### config.mk
export PLATFORM = sky130hd
export DESIGN_NAME = mas_mul_acc_ctrl
export DESIGN_NICKNAME = d
export VERILOG_FILES = /design/src/rtl/mas_mul_acc_ctrl.sv
export SDC_FILE = /design/constraint.sdc
export NUM_CORES = 1
export LEC_CHECK = 0
export CORE_MARGIN = 2
export CORE_UTILIZATION = 53
export CTS_BUF_LIST = sky130_fd_sc_hd__clkbuf_2 sky130_fd_sc_hd__clkbuf_4 sky130_fd_sc_hd__clkbuf_8
export CTS_CLUSTER_SIZE = 24
export DETAILED_ROUTE_END_ITERATION = 7
export GPL_TIMING_DRIVEN = 0
export PLACE_DENSITY_LB_ADDON = 0.15
export SYNTH_ARGS = -nofsm -noshare
export SYNTH_HDL_FRONTEND = slang
export SYNTH_SLANG_ARGS = --single-unit
### constraint.sdc
create_clock -name clk -period 3.6 [get_ports clk]
set_clock_uncertainty 0.1 [all_clocks]
set_input_delay 0.72 -clock clk [delete_from_list [all_inputs] [get_ports clk]]
set_output_delay 0.72 -clock clk [all_outputs]
set_load 0.05 [all_outputs]
### src/rtl/mas_mul_acc_ctrl.sv
// Dot-product accumulator controller: streams operand beats into an external
// 2-edge registered multiplier, sums the returning products, and holds each vector result until it is taken.
module mas_mul_acc_ctrl #(
  parameter int unsigned ACC_W = 72,
  parameter int unsigned CNT_W = 16
) (
  input  logic             clk,
  input  logic             rstn,
  input  logic             clr,
  input  logic             s_valid,
  output logic             s_ready,
  input  logic [31:0]      s_a,
  input  logic [31:0]      s_b,
  input  logic             s_last,
  output logic [31:0]      mul_in1,
  output logic [31:0]      mul_in2,
  input  logic [63:0]      mul_res,
  output logic             m_valid,
  input  logic             m_ready,
  output logic [ACC_W-1:0] m_acc,
  output logic [CNT_W-1:0] m_count,
  output logic             m_ovf
);

  localparam int unsigned SUM_W = ACC_W + 1;

  typedef enum logic [1:0] {
    ST_ACC   = 2'd0,
    ST_DRAIN = 2'd1,
    ST_DONE  = 2'd2
  } state_t;

  state_t             state_q, state_d;
  logic               v0_q, v0_d, l0_q, l0_d;
  logic               v1_q, v1_d, l1_q, l1_d;
  logic [ACC_W-1:0]   acc_q, acc_d;
  logic [CNT_W-1:0]   cnt_q, cnt_d;
  logic               ovf_q, ovf_d;
  logic               m_valid_q, m_valid_d;
  logic [ACC_W-1:0]   m_acc_q, m_acc_d;
  logic [CNT_W-1:0]   m_count_q, m_count_d;
  logic               m_ovf_q, m_ovf_d;

  logic               accept;
  logic [SUM_W-1:0]   acc_sum;
  logic               cnt_sat;

  // Handshake and multiplier feed; reset and clr both block acceptance.
  always_comb begin
    s_ready = rstn && !clr && (state_q == ST_ACC);
    accept  = s_valid && s_ready;
    mul_in1 = accept ? s_a : 32'd0;
    mul_in2 = accept ? s_b : 32'd0;
    acc_sum = SUM_W'(acc_q) + SUM_W'(mul_res);
    cnt_sat = &cnt_q;
  end

  // Next-state, tag pipe, accumulator and result capture.
  always_comb begin
    state_d   = state_q;
    v0_d      = accept;
    l0_d      = accept && s_last;
    v1_d      = v0_q;
    l1_d      = l0_q;
    acc_d     = acc_q;
    cnt_d     = cnt_q;
    ovf_d     = ovf_q;
    m_valid_d = m_valid_q;
    m_acc_d   = m_acc_q;
    m_count_d = m_count_q;
    m_ovf_d   = m_ovf_q;

    if (v1_q) begin
      acc_d = acc_sum[ACC_W-1:0];
      cnt_d = cnt_sat ? cnt_q : cnt_q + CNT_W'(1);
      ovf_d = ovf_q | acc_sum[ACC_W] | cnt_sat;
    end

    case (state_q)
      ST_ACC: begin
        if (accept && s_last) state_d = ST_DRAIN;
      end
      ST_DRAIN: begin
        if (v1_q && l1_q) begin
          state_d   = ST_DONE;
          m_valid_d = 1'b1;
          m_acc_d   = acc_d;
          m_count_d = cnt_d;
          m_ovf_d   = ovf_d;
        end
      end
      ST_DONE: begin
        if (m_ready) begin
          state_d   = ST_ACC;
          m_valid_d = 1'b0;
          acc_d     = '0;
          cnt_d     = '0;
          ovf_d     = 1'b0;
        end
      end
      default: state_d = ST_ACC;
    endcase

    // Abort wins over everything; in-flight products lose their tags here.
    if (clr) begin
      state_d   = ST_ACC;
      v0_d      = 1'b0;
      l0_d      = 1'b0;
      v1_d      = 1'b0;
      l1_d      = 1'b0;
      acc_d     = '0;
      cnt_d     = '0;
      ovf_d     = 1'b0;
      m_valid_d = 1'b0;
      m_acc_d   = '0;
      m_count_d = '0;
      m_ovf_d   = 1'b0;
    end
  end

  always_ff @(posedge clk or negedge rstn) begin
    if (!rstn) begin
      state_q   <= ST_ACC;
      v0_q      <= 1'b0;
      l0_q      <= 1'b0;
      v1_q      <= 1'b0;
      l1_q      <= 1'b0;
      acc_q     <= '0;
      cnt_q     <= '0;
      ovf_q     <= 1'b0;
      m_valid_q <= 1'b0;
      m_acc_q   <= '0;
      m_count_q <= '0;
      m_ovf_q   <= 1'b0;
    end else begin
      state_q   <= state_d;
      v0_q      <= v0_d;
      l0_q      <= l0_d;
      v1_q      <= v1_d;
      l1_q      <= l1_d;
      acc_q     <= acc_d;
      cnt_q     <= cnt_d;
      ovf_q     <= ovf_d;
      m_valid_q <= m_valid_d;
      m_acc_q   <= m_acc_d;
      m_count_q <= m_count_d;
      m_ovf_q   <= m_ovf_d;
    end
  end

  assign m_valid = m_valid_q;
  assign m_acc   = m_acc_q;
  assign m_count = m_count_q;
  assign m_ovf   = m_ovf_q;

endmodule

==> flow_metrics.tcl <==
set metrics [dict create \
    dp_cells 2137 \
    maxCapViolCount 0 \
    clkSlewWorstSetupHoldPaths_ns 0.11 \
    grt_pass1_vias 13200 \
    final_cells 2178 \
    tightest_slew_ns 1.04 \
    power.density_mw_per_mm2 264 \
    vias 14000 \
    die-area_mm2 0.0252 \
    fp.dieH_um 159 \
    end_kind "register" \
    syn_area_per_cell_um2 8.29 \
    required_ns 3.83 \
    yosys.area.top_type_share 0.365 \
    start_kind "input port" \
    route.detailed.drc 0 \
    swShare 0.317 \
    synthesis.area_mm2 0.0127 \
    synth_flop_cell "dfrtp_1" \
    fin_ws_ns -0.0559 \
    wirelength_mm 50.4 \
    drive_gt1_frac 0.102 \
    vdd_drop_max_v 0.000198 \
    synth_top_area_cell "dfrtp_1" \
    ys_warn_count 0 \
    drv_slew 0 \
    comb_power_share 0.214 \
    finalCritPeriodShare 1.02 \
    setup_violations 1 \
    mappedNetlistNets 1729 \
    antenna_found_initial 3 \
    reg2regPathDepth 12 \
    row_count 56 \
    slew-limit-headroom 0.305 \
    status "finished, violations left" \
    first_pass_iters 6 \
    p_leak_uw 0.00734 \
    cp.arrival_ns 3.89 \
    clk_path_buf_depth 2 \
    yosys-top-cells-area "dfrtp_1 37%, ha_1 6.4%, a21oi_1 5.1%" \
    power.switching_uw 1420 \
    cp_max_fo 10 \
    start_util 0.540 \
    place.detailed.hpwl_mm 37.4 \
    r2r-start "acc_q[0]$_DFF_PN0_" \
    pwr-share-clk 0.315 \
    p_int_uw 3060 \
    ys_types 80 \
    grt_max_degree 61 \
    via_per_inst 6.43 \
    core_mm2 0.0235 \
    rsz0062_at_grt "yes" \
    ys_ff_latch 185 \
    max_freq_mhz 274 \
    synth.most_common_cell "dfrtp_1" \
    antenna_cells 0 \
    n_fill_cell 1901 \
    grt_pass1_wl_mm 74.2 \
    syn_inst 1529 \
    dp_slack_ns -1.53 \
    ys_top_cells_by_count "185 x dfrtp_1, 146 x nand2_1, 142 x nor2_1, 129 x a21oi_1, 98 x o21ai_0" \
    nets 2048 \
    die_x_um 159 \
    portBuffers 288 \
    wl_per_cell_um 23.1 \
    cts_buffers 17 \
    cts_tree "built" \
    postRouteAntennaNets 0 \
    layout_min_cycle_time_ns 3.66 \
    seq_area_frac_synth 0.365 \
    async_reset_ff_frac 1.00 \
    htree_levels 4 \
    drt_iter0_markers 1419 \
    syn_to_final_growth_pct 33.8 \
    hold_path_class "input port to asynchronous set/reset pin" \
    cts_sinks 185 \
    crit_type "input port to register" \
    globalplace.congestion 1.00 \
    timing.rr.end "m_acc[58]$_DFFE_PN0P_" \
    rrSetupSlack_ns 0.17 \
    violations "setup timing" \
    hold_viol 0 \
    pin_count 289 \
    overflow 0 \
    synth_edf_count 0 \
    clk_latency_ns 0.49 \
    track_usage 0.391 \
    tns_ns -0.0559 \
    cts_root_buffer "clkbuf_8" \
    seqPwrFrac 0.471 \
]
[cells by family after synthesis]
logic type,share of synthesized area
fa+ha+maj,0.0658
mux,0.0248
compound gates,0.213
flops,0.365
buf+inv,0.0442
simple gates,0.247
xor+xnor,0.0394
[metal layers]
| metal | part of all wire | vias to the layer above | track usage |
|---|---|---|---|
| li1 | - | 6253 | - |
| met1 | 0.39 | 6705 | 0.506 |
| met3 | 0.10 | 182 | 0.0955 |
| met2 | 0.45 | 856 | 0.614 |
| met5 | 0.00046 | - | 0 |
| met4 | 0.052 | 4 | 0.189 |
[layout by cell type, fill, tap and decap left out, types with 8 or more instances in the layout]
| cell type | n |
|---|---|
| nand2_1 | 145 |
| nand3_1 | 75 |
| dfrtp_1 | 185 |
| a21oi_1 | 120 |
| nor3_1 | 34 |
| buf_2 | 13 |
| xor2_1 | 23 |
| nor2_1 | 138 |
| a21o_1 | 22 |
| nor2b_1 | 8 |
| clkbuf_1 | 62 |
| o21ai_0 | 91 |
| o211ai_1 | 13 |
| o21bai_1 | 10 |
| a211oi_1 | 29 |
| and4_1 | 8 |
| a31oi_1 | 14 |
| inv_1 | 27 |
| nand4_1 | 55 |
| clkdlybuf4s15_2 | 39 |
| o21ai_1 | 14 |
| o21a_1 | 13 |
| clkbuf_8 | 19 |
| dlygate4sd2_1 | 27 |
| o22ai_1 | 11 |
| and3_1 | 77 |
| o31ai_1 | 13 |
| ha_1 | 62 |
| or3_1 | 20 |
| mux2i_1 | 28 |
| or4_1 | 15 |
| xnor2_1 | 34 |
| buf_1 | 13 |
| clkdlybuf4s50_1 | 219 |
| buf_4 | 20 |
| a211o_1 | 8 |
| a21oi_2 | 8 |
[power groups by stage]
stage	registers (uW)	clock network, uW	logic (uW)
2_1_floorplan	2150	0	483
3_3_place_gp	2150	0	870
3_5_place_dp	2150	0	888
4_1_cts	2110	1410	917
5_1_grt	2110	1490	1020
6_report	2110	1410	960
[final cells by class]
cell class,instances,area (um^2),share of cell area
Tap cell,319,399,0.0235
Timing Repair Buffer,313,3210,0.190
Multi-Input combinational cell,1206,7830,0.462
Sequential cell,185,4630,0.273
Clock inverter,9,92.6,0.00546
Inverter,27,101,0.00598
Buffer,98,418,0.0246
Clock buffer,21,277,0.0163
[worst max-delay path by stage]
stage	startpoint	to	cells past startpoint
floorplan	mul_res[0]	acc_q[58]$_DFF_PN0_	12
global placement	rstn	mul_in2[4]	6
detailed placement	rstn	mul_in2[7]	7
CTS	mul_res[7]	m_acc[29]$_DFFE_PN0P_	11
global route	mul_res[33]	m_acc[49]$_DFFE_PN0P_	12
finish	m_ready	acc_q[56]$_DFF_PN0_	7
[critical path: stages]
cell and delay (ns):
clkdlybuf4s50_1 0.51, nand2_1 0.12, nor2_1 0.79, nor2_1 0.45, nand2_1 0.32, clkbuf_1 0.73
o21ai_0 0.23
[flip-flops by register name (all words and copies together), names as in the netlist, 2 cells and up]
| signal | count |
|---|---|
| acc_q | 72 |
| cnt_q | 16 |
| m_acc | 72 |
| m_count | 16 |
| state_q | 2 |
[per-stage QoR]
| stage | total power [uW] | hold WS [ns] | cell area, um^2 | util |
|---|---|---|---|---|
| after CTS | 4440 | 0.0925 | 16700 | 0.711 |
| after global routing | 4620 | 0.0912 | 17000 | 0.722 |
| after floorplan | 2630 | 0.324 | 12700 | - |
| after detailed placement | 3040 | 0.351 | 16000 | 0.681 |
| after global placement | 3020 | 0.348 | 16000 | 0.680 |
| final | 4480 | 0.0892 | 17000 | 0.722 |
[what timing repair did]
| action | 4_1_cts | 5_1_grt |
|---|---|---|
| hold buffers | 1 | 0 |
| gates resized for setup | 179 | 52 |
| cloned | 3 | 0 |
| pin swaps | 10 | 16 |
| hold endpoints to repair | 31 | 0 |
| endpoints found under the setup margin | 117 | 65 |
| setup buffers | 8 | 12 |
Power figures use the tool's default switching activity.
